===== config.mk =====
export PLATFORM = sky130hd
export DESIGN_NAME = code_lock_ctrl
export DESIGN_NICKNAME = d
export VERILOG_FILES = /design/src/rtl/code_lock_ctrl_pkg.sv /design/src/rtl/code_lock_ctrl_ssd_scan.sv /design/src/rtl/code_lock_ctrl.sv
export SDC_FILE = /design/constraint.sdc
export NUM_CORES = 1
export LEC_CHECK = 0
export CORE_MARGIN = 1.5
export CORE_UTILIZATION = 45
export CTS_CLUSTER_DIAMETER = 30
export DETAILED_ROUTE_END_ITERATION = 12
export PLACE_DENSITY = 0.67
export SLEW_MARGIN = 0
export SYNTH_ARGS = -nofsm -noshare
export SYNTH_HDL_FRONTEND = slang
export SYNTH_SLANG_ARGS = --single-unit

===== constraint.sdc =====
create_clock -name clk_in -period 3.3 [get_ports clk_in]
set_input_delay 0.495 -clock clk_in [delete_from_list [all_inputs] [get_ports clk_in]]
set_output_delay 0.495 -clock clk_in [all_outputs]
set_load 0.03 [all_outputs]

===== src/rtl/code_lock_ctrl_pkg.sv =====
// Shared definitions for the code lock: FSM state encoding (also the display
// state code) and the hex-to-seven-segment table (active-low, {g..a}).
package code_lock_ctrl_pkg;

    localparam logic [2:0] ST_ENTRY   = 3'd0;
    localparam logic [2:0] ST_CHECK   = 3'd1;
    localparam logic [2:0] ST_OPEN    = 3'd2;
    localparam logic [2:0] ST_NEWCODE = 3'd3;
    localparam logic [2:0] ST_LOCKOUT = 3'd4;

    function automatic logic [6:0] hex_to_seg(input logic [3:0] hex);
        logic [6:0] seg_on;
        case (hex)
            4'h0: seg_on = 7'h3F;
            4'h1: seg_on = 7'h06;
            4'h2: seg_on = 7'h5B;
            4'h3: seg_on = 7'h4F;
            4'h4: seg_on = 7'h66;
            4'h5: seg_on = 7'h6D;
            4'h6: seg_on = 7'h7D;
            4'h7: seg_on = 7'h07;
            4'h8: seg_on = 7'h7F;
            4'h9: seg_on = 7'h6F;
            4'hA: seg_on = 7'h77;
            4'hB: seg_on = 7'h7C;
            4'hC: seg_on = 7'h39;
            4'hD: seg_on = 7'h5E;
            4'hE: seg_on = 7'h79;
            default: seg_on = 7'h71;
        endcase
        return ~seg_on;
    endfunction

endpackage


===== src/rtl/code_lock_ctrl_ssd_scan.sv =====
// Four-digit multiplexed hex display driver: one anode low at a time, stepping
// every SCAN_DIV clocks; AN[3] shows word[15:12].
module ssd_scan
    import code_lock_ctrl_pkg::*;
#(
    parameter int SCAN_DIV = 4
) (
    input  logic        clk_in,
    input  logic        rst,
    input  logic [15:0] word,
    output logic [3:0]  AN,
    output logic [6:0]  seven_out
);

    localparam int DIV_W = (SCAN_DIV > 1) ? $clog2(SCAN_DIV) : 1;

    logic [DIV_W-1:0] div_q, div_d;
    logic [1:0]       sel_q, sel_d;
    logic [3:0]       nibble;

    always_comb begin
        div_d = div_q;
        sel_d = sel_q;
        if (div_q == DIV_W'(SCAN_DIV - 1)) begin
            div_d = '0;
            sel_d = sel_q + 2'd1;
        end else begin
            div_d = div_q + DIV_W'(1);
        end
    end

    always_ff @(posedge clk_in or posedge rst) begin
        if (rst) begin
            div_q <= '0;
            sel_q <= 2'd0;
        end else begin
            div_q <= div_d;
            sel_q <= sel_d;
        end
    end

    assign nibble    = word[{sel_q, 2'b00} +: 4];
    assign AN        = ~(4'b0001 << sel_q);
    assign seven_out = hex_to_seg(nibble);

endmodule


===== src/rtl/code_lock_ctrl.sv =====
// Digit-code lock controller with retry lockout, code change and hex status display.
// Optional build macro CODE_LOCK_BACKDOOR_EN also accepts MASTER_CODE on a check.
module code_lock_ctrl
    import code_lock_ctrl_pkg::*;
#(
    parameter int DIGIT_W     = 8,
    parameter int NUM_DIGITS  = 4,
    parameter int MAX_TRIES   = 3,
    parameter int LOCKOUT_CYC = 16,
    parameter logic [NUM_DIGITS*DIGIT_W-1:0] RESET_CODE  = 32'h01020304,
    parameter logic [NUM_DIGITS*DIGIT_W-1:0] MASTER_CODE = '1,
    parameter int SCAN_DIV    = 4
) (
    input  logic               clk_in,
    input  logic               rst,
    input  logic               clr,
    input  logic               ent,
    input  logic               change,
    input  logic [DIGIT_W-1:0] sw,
    output logic [5:0]         led,
    output logic [3:0]         AN,
    output logic [6:0]         seven_out
);

    localparam int CODE_W = NUM_DIGITS * DIGIT_W;
    localparam int CNT_W  = (LOCKOUT_CYC > 1) ? $clog2(LOCKOUT_CYC) : 1;
    localparam logic [1:0] MAX_T    = 2'(MAX_TRIES);
    localparam logic [3:0] LAST_IDX = 4'(NUM_DIGITS - 1);

    logic [2:0]        state_q, state_d;
    logic [3:0]        idx_q, idx_d;
    logic [1:0]        tries_q, tries_d;
    logic              fail_q, fail_d;
    logic [CODE_W-1:0] buf_q, buf_d;
    logic [CODE_W-1:0] code_q, code_d;
    logic [CNT_W-1:0]  cnt_q, cnt_d;
    logic              clr_prev_q, ent_prev_q, change_prev_q;
    logic              armed_q;

    logic              clr_ev, ent_ev, change_ev;
    logic [CODE_W-1:0] buf_cap;
    logic [1:0]        tries_inc;
    logic              match;

    // armed_q masks the first cycle after reset so a button held through
    // release does not look like a fresh press.
    assign clr_ev    = armed_q & clr & ~clr_prev_q;
    assign ent_ev    = armed_q & ent & ~ent_prev_q & ~clr_ev;
    assign change_ev = armed_q & change & ~change_prev_q & ~clr_ev & ~ent_ev;

`ifdef CODE_LOCK_BACKDOOR_EN
    assign match = (buf_q == code_q) || (buf_q == MASTER_CODE);
`else
    logic unused_master;
    assign unused_master = ^MASTER_CODE;
    assign match = (buf_q == code_q);
`endif

    assign tries_inc = (tries_q == MAX_T) ? tries_q : tries_q + 2'd1;

    always_comb begin
        buf_cap = buf_q;
        for (int i = 0; i < NUM_DIGITS; i++) begin
            if (idx_q == 4'(i)) begin
                buf_cap[(NUM_DIGITS-1-i)*DIGIT_W +: DIGIT_W] = sw;
            end
        end
    end

    always_comb begin
        state_d = state_q;
        idx_d   = idx_q;
        tries_d = tries_q;
        fail_d  = fail_q;
        buf_d   = buf_q;
        code_d  = code_q;
        cnt_d   = cnt_q;
        case (state_q)
            ST_ENTRY, ST_NEWCODE: begin
                if (clr_ev) begin
                    idx_d  = 4'd0;
                    buf_d  = '0;
                    fail_d = 1'b0;
                end else if (ent_ev) begin
                    buf_d = buf_cap;
                    if (idx_q == LAST_IDX) begin
                        idx_d = 4'd0;
                        if (state_q == ST_ENTRY) begin
                            state_d = ST_CHECK;
                        end else begin
                            code_d  = buf_cap;
                            state_d = ST_OPEN;
                        end
                    end else begin
                        idx_d = idx_q + 4'd1;
                    end
                end
            end
            ST_CHECK: begin
                cnt_d = '0;
                if (match) begin
                    tries_d = 2'd0;
                    fail_d  = 1'b0;
                    state_d = ST_OPEN;
                end else begin
                    tries_d = tries_inc;
                    fail_d  = 1'b1;
                    state_d = (tries_inc == MAX_T) ? ST_LOCKOUT : ST_ENTRY;
                end
            end
            ST_OPEN: begin
                if (clr_ev) begin
                    idx_d   = 4'd0;
                    buf_d   = '0;
                    state_d = ST_ENTRY;
                end else if (change_ev) begin
                    idx_d   = 4'd0;
                    buf_d   = '0;
                    state_d = ST_NEWCODE;
                end
            end
            ST_LOCKOUT: begin
                if (cnt_q == CNT_W'(LOCKOUT_CYC - 1)) begin
                    tries_d = 2'd0;
                    fail_d  = 1'b0;
                    state_d = ST_ENTRY;
                end else begin
                    cnt_d = cnt_q + CNT_W'(1);
                end
            end
            default: state_d = ST_ENTRY;
        endcase
    end

    always_ff @(posedge clk_in or posedge rst) begin
        if (rst) begin
            state_q       <= ST_ENTRY;
            idx_q         <= 4'd0;
            tries_q       <= 2'd0;
            fail_q        <= 1'b0;
            buf_q         <= '0;
            code_q        <= RESET_CODE;
            cnt_q         <= '0;
            clr_prev_q    <= 1'b0;
            ent_prev_q    <= 1'b0;
            change_prev_q <= 1'b0;
            armed_q       <= 1'b0;
        end else begin
            state_q       <= state_d;
            idx_q         <= idx_d;
            tries_q       <= tries_d;
            fail_q        <= fail_d;
            buf_q         <= buf_d;
            code_q        <= code_d;
            cnt_q         <= cnt_d;
            clr_prev_q    <= clr;
            ent_prev_q    <= ent;
            change_prev_q <= change;
            armed_q       <= 1'b1;
        end
    end

    assign led = {tries_q, fail_q, state_q == ST_NEWCODE,
                  state_q == ST_LOCKOUT, state_q == ST_OPEN};

    ssd_scan #(
        .SCAN_DIV (SCAN_DIV)
    ) u_scan (
        .clk_in    (clk_in),
        .rst       (rst),
        .word      ({1'b0, state_q, 2'b00, tries_q, idx_q, 4'(sw)}),
        .AN        (AN),
        .seven_out (seven_out)
    );

endmodule


# --- Yosys cells after proc, flatten, opt, wreduce, memory -nomap -nowiden ---
# Memories as Yosys holds them, arrays and structs flattened.
# Cells that the tools add are included.
totals:
  register_bits: 86
  mem_bits_ro: 112
  inputBits: 13
  out_inout_bits: 17
  mem_count: 1
memory_table:
  columns: ["name", "depth", "width", "rd", "rd_ports_with_merged_regs", "write_ports", "line_no", "rtl"]
  rows:
  - ["(name not given)", 16, 7, 1, 0, 0, "code_lock_ctrl_pkg.sv:13", "case (hex)"]
classes:
  n_addsub: 5
  n_eq_ne: 20
  shifts: 2
  mux: 36
  bitwise_logic: 17
  reduce_logical: 12
ops:
  columns: ["op", "n"]
  rows:
  - ["$mux 32", 4]
  - ["$pmux 32 s2", 1]
  - ["$eq 32x32->1", 1]
  - ["$mux 8", 4]
  - ["$mux 3", 8]
  - ["$mux 4", 6]
  - ["$pmux 4 s2", 2]
  - ["$shiftx 16x5->4", 1]
  - ["$pmux 3 s4", 1]
  - ["$mux 2", 5]
  - ["$ne 2x2->1 const B", 5]
  - ["$reduce_and 5->1", 2]
  - ["$and 1x1->1", 9]
  - ["$add 4x1->4 const B", 2]
  - ["$eq 4x2->1 const B", 2]
  - ["$not 7->7", 1]
  - ["$add 2x1->2 const B", 3]
  - ["$eq 2x2->1 const B", 3]
  - ["$eq 3x2->1 const B", 2]
  - ["$not 1->1", 6]
  - ["$reduce_and 3->1", 2]
  - ["$eq 4x1->1 const B", 1]
  - ["$eq 4x4->1 const B", 1]
  - ["$logic_not 4->1", 1]
  - ["15 further kinds", 19]

# --- Longest topological paths before layout ---
# Gate-level depths: netlist (run 1).
logic_depth:
  word_depth: 9
  mapped_depth: 8
  ltp_nobuf: 7

# --- By module ---
# From an unflattened synthesis (run 1), not the netlist that was laid out.
unflattened:
  hier_cells: 440
  area_unflattened_um2: 4640.7
by_module_without_submodules:
  columns: ["module", "n_inst", "cells_per_inst", "area_each_um2"]
  rows:
  - ["code_lock_ctrl", 1, 385, 4067.7]
  - ["ssd_scan", 1, 55, 573.0]

# --- Least setup slack after synthesis (run 1) ---
# No wires, ideal clock.
synth_timing:
  path_kind: "in2out"
  from: "input sw[0]"
  to: "output seven_out[2]"
  arrival_time_ps: 2234
  slack_ps: 571
  cell_stages: 4
  n_path_buf: 1
  cell_sequence: "clkbuf_1 -> mux4_2 -> ha_1 -> o31ai_1"
synth_between:
  elab_chain_len: 3
synth_rtl:
  columns: ["element", "line_no", "rtl"]
  rows:
  - ["start, declared", "code_lock_ctrl.sv:19", "input logic [DIGIT_W-1:0] sw,"]
  - ["$shiftx 16x5->4", "code_lock_ctrl_ssd_scan.sv:42", "assign nibble = word[{sel_q, 2'b00} +: 4];"]
  - ["$mem_v2 16x7", null, null]
  - ["$not 7->7", "code_lock_ctrl_pkg.sv:31", "return ~seg_on;"]
  - ["end, declared", "code_lock_ctrl.sv:22", "output logic [6:0] seven_out"]
# Every way passes these cells.

# --- Final worst setup path (run 1) ---
layout_timing:
  from: "input sw[0]"
  to: "output seven_out[3]"
# Same word-level chain as after synthesis.

==> run_results.csv, run 1 <==
group,metric,value,unit
worst_setup_path,cp-end-kind,"primary output",
floorplan,die_w,105,um
global_routing,grt_remaining_overflow,0,
global_routing,grt_pass1_vias,3131,
detailed_routing,top_layer_used,"met4",
final_layout,diodes,0,
sta,finalCritPeriodShare,95.8,%
detailed_routing,drt_iter0_markers,178,
clock_tree,root_buffer,"clkbuf_8",
synth,synth-seq-area-share,46.2,%
detailed_routing,vias,3197,
synth,synth_edf_count,0,
worst_setup_path,r2r_slack,1.04,ns
floorplan,die_h,105,um
synth,netlist.area_leader.share,43.4,%
clock_tree,cts_htree_levels,3,
detailed_routing,drcViolationCount,0,
clock_tree,path_clk_slew,0.08,ns
sta,fin_setup_tns,0,ns
global_routing,grt_pass1_wl,16500,um
detailed_routing,via_per_inst,5.44,
worst_setup_path,crit_type,"input pin to primary output",
sta,holdWs,0.427,ns
synth,post-synth-top-count-cell,"dfrtp_1",
worst_setup_path,cp.arrival,2.67,ns
detailed_routing,wirelength,9830,um
final_layout,drive_above_1_share,19.5,%
synth,synth_cells,417,
sta,rsz0062_at_grt,"no",
clock_tree,clkSinkCount,86,
worst_setup_path,worstPathRequired,2.80,ns
final_layout,finalCoreUtilization,51.9,%
min_path,whs_path_depth,1,
floorplan,num_rows,37,
sta,layout_min_cycle_time,3.16,ns
synth,syn_area,4670,sq um
power_and_ir_drop,ir_drop,209,uV
run,cap_violations,0,
synth,async_reset_ff_share,100,%
synth,syn_avg_cell_area,11.2,sq um
place,io_buffers,29,
sta,fmax,0.316,GHz
floorplan,core,10200,sq um
clock_tree,cts.hold.buffers_added,0,
final_layout,layout.nets,475,
power_and_ir_drop,p_leak,2.65,nW
synth,ys_top_cells_by_count,"dfrtp_1, nor2_1, xor2_1, a22o_1, mux2i_1",
status,status,"complete, no violations",
min_path,hp-class,"register to register",
detailed_routing,route.met2.wl,4660,um
final_layout,areaGrowthSynthToFinish,13.1,%
synth,synth-seq-cells,86,
clock_tree,post_cts_buffers,0,
sta,setup_viol,0,
clock_tree,cts_tree,"built",
clock_tree,clk_latency,0.38,ns
synth,yosys_most_used_dff,"dfrtp_1",
floorplan,die-area,11000,sq um
synth,netlist_top_cells_area,"dfrtp_1, xor2_1, mux2i_1",
sta,hold_viol_final,0,
power_and_ir_drop,p_per_area,586,nW/um^2
floorplan,io_pins,30,
sta,max_slew.worst_pin.slew,0.761,ns
floorplan,initial_core_util,45.9,%
clock_tree,numCtsBuffers,9,
synth,yosysWarningCount,0,
detailed_routing,wl_per_cell,16.7,um
clock_tree,clock_path_buffers,2,
synth,synth.distinct_cells,60,
detailed_routing,detail-route-antenna-nets,0,
sta,slew_headroom,49.2,%
worst_setup_path,reg2reg_depth,5,
synth,yosysTopAreaCell,"dfrtp_1",
place,gp_congestion,0.755,
detailed_routing,route.met3.wl,265,um
global_routing,grt_antenna_before_repair,0,
worst_setup_path,crit_fanout,5,
synth,synth_fp_nets,445,
power_and_ir_drop,power.total,3.10,mW
worst_setup_path,cp-start-kind,"input pin",
place,dpl.hpwl,6800,um
global_routing,grtUsageTotal,19.2,%
sta,fin_skew,0.0216,ns
detailed_routing,first_pass_iters,4,
sta,drv_slew,0,
detailed_routing,wl_met1,4800,um
global_routing,grt_max_degree,45,
## cells in the final DEF, fill, tap and decap left out, types with 16 or more instances in the layout
master	n
dfrtp_1	80
nor2_1	40
xor2_1	36
a22o_1	32
mux2i_1	29
clkdlybuf4s50_1	22
buf_4	18
a21oi_1	16
a21oi_2	16
## final cells by class
cell class / count / area (sq um)
fillers: 941 / 4900
multi-input cells: 290 / 2270
flip-flops and latches: 86 / 2160
repair buffers: 44 / 409
well taps: 136 / 170
clock buffers: 9 / 124
clock inverters: 7 / 86.3
inverters: 16 / 61.3
## routing by layer
layer	up-vias	track usage, %
li1	1532	-
met3	6	4.55
met1	1606	27.5
met5	-	0
met2	53	29.6
met4	0	4.40
## path summary, 6_finish.rpt
check | from | to
worst max-delay path | sw[0] | seven_out[3]
worst max register to register | idx_q[0]$_DFFE_PP0P_ | code_q[3]$_DFFE_PP0P_
worst min register to register | u_scan.div_q[0]$_DFF_PP0_ | u_scan.div_q[0]$_DFF_PP0_
min in group asynchronous | rst | code_q[21]$_DFFE_PP0P_
worst min-delay path | u_scan.div_q[0]$_DFF_PP0_ | u_scan.div_q[0]$_DFF_PP0_
max in group asynchronous | rst | code_q[2]$_DFFE_PP1P_
## registers in the layout (all words and copies together), names as in the netlist
| name | flops |
|---|---|
| clr_prev_q | 1 |
| tries_q | 2 |
| code_q | 32 |
| ent_prev_q | 1 |
| change_prev_q | 1 |
| u_scan.sel_q | 2 |
| armed_q | 1 |
| cnt_q | 4 |
| state_q | 3 |
| idx_q | 4 |
| fail_q | 1 |
| buf_q | 32 |
| u_scan.div_q | 2 |
## metrics by stage
step	instances	area, sq um	setup slack [ns]
finish	588	5280	0.137
global route	588	5280	0.0899
CTS	588	5280	0.00519
detailed placement	572	5070	-0.0934
global placement	572	5070	-0.0253
floorplan	417	4670	0.571
## timing repair
item                                    4_1_cts  5_1_grt
cloned                                        0        0
resized for setup                             2        2
endpoints found under the setup margin        2        2
## worst max-delay path, stage by stage
cell	delay [ns]
clkdlybuf4s50_1	0.44
mux4_2	0.54
inv_1	0.12
ha_1	0.16
inv_1	0.06
mux4_1	0.48
dlygate4sd2_1	0.37
## cells by family after synthesis
family | Yosys count | share of synthesized area (%)
and+or+nand+nor | 105 | 12.5
other | 1 | 0.0803
adders and majority gates | 15 | 4.02
buffers and inverters | 41 | 5.12
xor gates and xnor gates | 37 | 6.94
AOI/OAI and AO/OA | 90 | 15.0
muxes | 42 | 10.2
DFF | 86 | 46.2
## power breakdown
group	switching, mW	internal (mW)
clock	0.431	0.368
combinational	0.498	0.420
sequential	0.165	1.22
Power figures use the tool's default switching activity.
==> run 2: changes to the inputs <==
CORE_UTILIZATION = 55   (was 45)
PLACE_DENSITY = 0.79   (was 0.67)
==> run_results.csv, run 2 (same netlist as run 1, synthesis figures left out) <==
group,metric,value,unit
place,io_buffers,29,
sta,drv_slew,0,
worst_setup_path,r2r_start,"idx_q[0]$_DFFE_PP0P_",
power_and_ir_drop,p_per_area,568,nW/um^2
floorplan,initial_core_util,56.8,%
final_layout,final_cells,559,
clock_tree,cts_htree_levels,3,
floorplan,die-area,9050,sq um
clock_tree,path_clk_slew,0.08,ns
sta,hold_viol_final,0,
detailed_routing,via_per_inst,5.70,
floorplan,io_pins,30,
status,status,"complete, no violations",
sta,holdWs,0.442,ns
min_path,min_from,"u_scan.div_q[0]$_DFF_PP0_",
global_routing,grt_remaining_overflow,0,
clock_tree,root_buffer,"clkbuf_8",
global_routing,grt_max_degree,87,
global_routing,grtUsageTotal,22.7,%
place,dpl.hpwl,6460,um
detailed_routing,first_pass_iters,5,
final_layout,reg_top3,"buf_q (32), code_q (32)",
worst_setup_path,crit_type,"input pin to primary output",
run,cap_violations,0,
worst_setup_path,r2r_slack,1.02,ns
floorplan,die_h,95.2,um
sta,rsz0062_at_grt,"no",
place,dpl.cell_count,543,
clock_tree,clkSinkCount,86,
sta,setup_viol,0,
detailed_routing,detail-route-antenna-nets,0,
sta,fin_setup_tns,0,ns
final_layout,diodes,0,
detailed_routing,wl_per_cell,16.9,um
power_and_ir_drop,ir_drop,295,uV
sta,slew_headroom,62.6,%
clock_tree,clk_latency,0.36,ns
clock_tree,post_cts_buffers,0,
detailed_routing,drcViolationCount,0,
final_layout,layout.nets,477,
clock_tree,clock_path_buffers,2,
final_layout,areaGrowthSynthToFinish,11.8,%
global_routing,grt_antenna_before_repair,0,
clock_tree,cts.hold.buffers_added,0,
worst_setup_path,crit_fanout,5,
worst_setup_path,cp-end-kind,"primary output",
final_layout,final_common_cell,"dfrtp_1",
floorplan,core,8220,sq um
worst_setup_path,cp.arrival,2.65,ns
clock_tree,numCtsBuffers,9,
place,dpl_worst_slack,-0.0251,ns
worst_setup_path,r2r-end,"code_q[7]$_DFFE_PP0P_",
global_routing,grt_pass1_wl,15400,um
detailed_routing,wirelength,9430,um
final_layout,drive_above_1_share,19.8,%
sta,finalCritPeriodShare,95.3,%
detailed_routing,drt_iter0_markers,186,
worst_setup_path,worstPathRequired,2.80,ns
power_and_ir_drop,p_leak,2.62,nW
detailed_routing,vias,3186,
power_and_ir_drop,power.total,2.97,mW
min_path,whs_path_depth,1,
min_path,hp-class,"register to register",
min_path,whs_endpoint,"u_scan.div_q[0]$_DFF_PP0_",
sta,max_slew.worst_pin.slew,0.559,ns
floorplan,die_w,95.2,um
final_layout,nFillCells,651,
clock_tree,cts_tree,"built",
final_layout,final_cell_mix,"dfrtp_1, nor2_1, xor2_1",
sta,fmax,0.318,GHz
sta,fin_skew,0.0146,ns
place,gp_congestion,0.805,
floorplan,num_rows,33,
sta,layout_min_cycle_time,3.14,ns
worst_setup_path,cp-start-kind,"input pin",
sta,worst_slack,0.155,ns
global_routing,grt_pass1_vias,3011,
worst_setup_path,reg2reg_depth,6,
-- run 2: where the power goes --
| part | switching, mW | internal (mW) |
|---|---|---|
| Sequential | 0.161 | 1.22 |
| Clock | 0.396 | 0.282 |
| Combinational | 0.492 | 0.420 |
-- run 2: final cells by class --
type,count,area (sq um),area share (%)
Multi-Input combinational cell,290,2270,43.6
Sequential cell,86,2160,41.4
Timing Repair Buffer,46,418,8.01
Tap cell,105,131,2.52
Clock buffer,9,124,2.37
Inverter,16,61.3,1.17
Clock inverter,7,52.6,1.01
-- run 2: worst max-delay path by stage --
stage	end	start	cells after the start	slack, ns
2_1_floorplan	seven_out[2]	sw[0]	4	0.57
3_3_place_gp	seven_out[3]	sw[1]	7	0.01
3_5_place_dp	seven_out[3]	sw[1]	7	-0.03
4_1_cts	seven_out[1]	u_scan.sel_q[1]$_DFFE_PP0P_	6	0.13
5_1_grt	seven_out[1]	u_scan.sel_q[0]$_DFFE_PP0P_	6	0.02
6_report	seven_out[1]	sw[0]	7	0.16
-- run 2: what timing repair did --
item	CTS	global route
cloned	0	0
pin swaps	0	0
setup endpoints to repair	2	1
resized for setup	2	1
-- run 2: metrics by stage --
stage | utilization (%) | instance area, sq um
detailed placement | 61.4 | 5040
global route | 63.5 | 5220
floorplan | - | 4670
CTS | 63.5 | 5220
finish | 63.5 | 5220
global placement | 61.4 | 5040
-- run 2: critical path, stage by stage --
cell and delay [ns]:
clkdlybuf4s50_1 0.42, mux4_2 0.53, inv_1 0.11, ha_1 0.24, a21oi_1 0.13, o32ai_1 0.10
clkdlybuf4s50_1 0.62
-- run 2: routing by layer --
metal  up-vias  track usage (%)  share of wire, %
met5         -                0                 0
met1      1572             32.6                47
met3         7             4.47               4.7
met4         0             5.85              0.75
met2        66             35.0                48
li1       1541                -                 -
==> run 3: changes to the inputs <==
CORE_ASPECT_RATIO = 0.75   (was default)
CORE_MARGIN = 3   (was 1.5)
==> run_results.csv, run 3 (same netlist as run 1, synthesis figures left out) <==
group,metric,value,unit
status,status,"complete, no violations",
clock_tree,numCtsBuffers,9,
floorplan,io_pins,30,
worst_setup_path,cpPeakStageDelay,0.62,ns
floorplan,die_h,85.8,um
final_layout,areaGrowthSynthToFinish,13.8,%
final_layout,reg_top3,"buf_q (32), code_q (32)",
sta,hold_viol_final,0,
clock_tree,cts.hold.buffers_added,0,
run,cap_violations,0,
detailed_routing,first_pass_iters,4,
sta,finalCritPeriodShare,95.6,%
worst_setup_path,worstPathRequired,2.80,ns
min_path,hp-class,"register to register",
global_routing,grt_pass1_vias,3260,
detailed_routing,vias,3227,
power_and_ir_drop,p_per_area,613,nW/um^2
place,gp_congestion,0.773,
sta,max_slew.worst_pin.slew,0.596,ns
sta,drv_slew,0,
sta,fin_skew,0.00666,ns
detailed_routing,via_per_inst,5.78,
clock_tree,root_buffer,"clkbuf_16",
sta,layout_min_cycle_time,3.16,ns
sta,rsz0062_at_grt,"no",
clock_tree,clock_path_buffers,2,
final_layout,final_cell_mix,"dfrtp_1, nor2_1, xor2_1",
clock_tree,post_cts_buffers,0,
detailed_routing,wl_per_cell,17.8,um
floorplan,num_rows,28,
global_routing,grt_antenna_before_repair,0,
detailed_routing,drt_iter0_markers,170,
clock_tree,path_clk_slew,0.06,ns
worst_setup_path,crit_type,"input pin to primary output",
global_routing,grt_pass1_wl,17000,um
final_layout,layout.nets,476,
final_layout,finalCoreUtilization,66.0,%
clock_tree,clkSinkCount,86,
final_layout,multiInputGateArea,2270,sq um
detailed_routing,wirelength,9940,um
power_and_ir_drop,power.total,3.26,mW
worst_setup_path,crit_fanout,4,
sta,holdWs,0.425,ns
worst_setup_path,cpMostUsedCell,"clkdlybuf4s50_1",
power_and_ir_drop,p_leak,2.67,nW
worst_setup_path,cp_cell_sequence,"clkdlybuf4s50_1 -> mux4_2 -> inv_1 -> ha_1 -> a21oi_1 -> o32ai_1 -> clkdlybuf4s50_1",
floorplan,die-area,9650,sq um
worst_setup_path,cp.arrival,2.66,ns
global_routing,grt_remaining_overflow,0,
sta,setup_viol,0,
final_layout,final_common_cell,"dfrtp_1",
final_layout,seqCellArea,2160,sq um
final_layout,drive_above_1_share,19.2,%
power_and_ir_drop,ir_drop,441,uV
floorplan,core,8060,sq um
final_layout,diodes,0,
floorplan,die_w,112,um
global_routing,grtUsageTotal,22.6,%
place,dpl_worst_slack,-0.0461,ns
clock_tree,clk_latency,0.34,ns
global_routing,grt_max_degree,87,
place,io_buffers,29,
clock_tree,cts_tree,"built",
clock_tree,cts_htree_levels,3,
floorplan,initial_core_util,58.0,%
detailed_routing,detail-route-antenna-nets,0,
sta,slew_headroom,60.3,%
detailed_routing,drcViolationCount,0,
worst_setup_path,slowest_stage,"clkdlybuf4s50_1",
final_layout,nFillCells,618,
worst_setup_path,cp-end-kind,"primary output",
sta,fmax,0.317,GHz
worst_setup_path,cp-start-kind,"input pin",
sta,worst_slack,0.144,ns
place,dpl.hpwl,6910,um
[run 3: cell types whose count changed in the layout (fill, tap and decap cells not counted)]
cell            previous run  this run
clkbuf_16                  0         9
buf_4                     20        19
clkbuf_1                   0         3
clkbuf_8                   9         2
inv_6                      4         0
dfrtp_1                   80        79
clkinvlp_4                 1         0
dlygate4sd2_1              2         1
dlymetal6s2s_1             0         1
dfrtp_2                    1         2
[run 3: metrics by stage]
step                      area (sq um)  std cells  setup TNS (ns)
after floorplan                   4670        417               0
after global placement            5040        542               0
after detailed placement          5040        542         -0.0461
after CTS                         5310        558               0
after global routing              5320        558               0
final                             5320        558               0
[run 3: worst max-delay path, delay by kind of cell]
kind	cells	cell delay, ns
buffers and inverters	3	1.16
multiplexers	1	0.52
adder cells (fa/ha/maj)	1	0.25
AO/OA/AOI/OAI	2	0.24
[run 3: cell type report]
| type | count | area share, % |
|---|---|---|
| inverter | 16 | 1.15 |
| sequential | 86 | 40.7 |
| tap | 105 | 2.47 |
| clock buffer | 14 | 4.97 |
| clock inverter | 2 | 0.188 |
| timing repair buffer | 45 | 7.79 |
| multi-input combinational | 290 | 42.8 |
[run 3: final timing paths]
check | startpoint | endpoint | slack [ns] | cells past startpoint
setup / recovery | sw[1] | seven_out[1] | 0.14 | 7
hold / removal | u_scan.div_q[0]$_DFF_PP0_ | u_scan.div_q[0]$_DFF_PP0_ | 0.43 | 1
setup reg to reg | idx_q[0]$_DFFE_PP0P_ | code_q[6]$_DFFE_PP0P_ | 1.03 | 5
hold reg to reg | u_scan.div_q[0]$_DFF_PP0_ | u_scan.div_q[0]$_DFF_PP0_ | 0.43 | 1
max in group asynchronous | rst | code_q[24]$_DFFE_PP1P_ | 2.35 | 3
min in group asynchronous | rst | code_q[18]$_DFFE_PP0P_ | 0.57 | 3
[run 3: timing repair]
action | in CTS | in global routing
endpoints found under the setup margin | 1 | 2
resized for setup | 1 | 3
pin swaps | 0 | 0
[run 3: where the power goes]
part	total [mW]	internal, mW	switching (mW)	leakage [nW]
clock network	0.942	0.549	0.392	0.137
logic	0.934	0.423	0.512	1.39
registers	1.38	1.22	0.165	1.15
total	3.26	2.19	1.07	2.67
[run 3: layer usage]
| metal | part of all wire, % | vias up | global-route usage (%) |
|---|---|---|---|
| met3 | 5.6 | 11 | 5.64 |
| met2 | 44 | 73 | 33.4 |
| li1 | - | 1537 | - |
| met4 | 1.1 | 0 | 6.55 |
| met1 | 49 | 1606 | 33.2 |
| met5 | 0 | - | 0 |
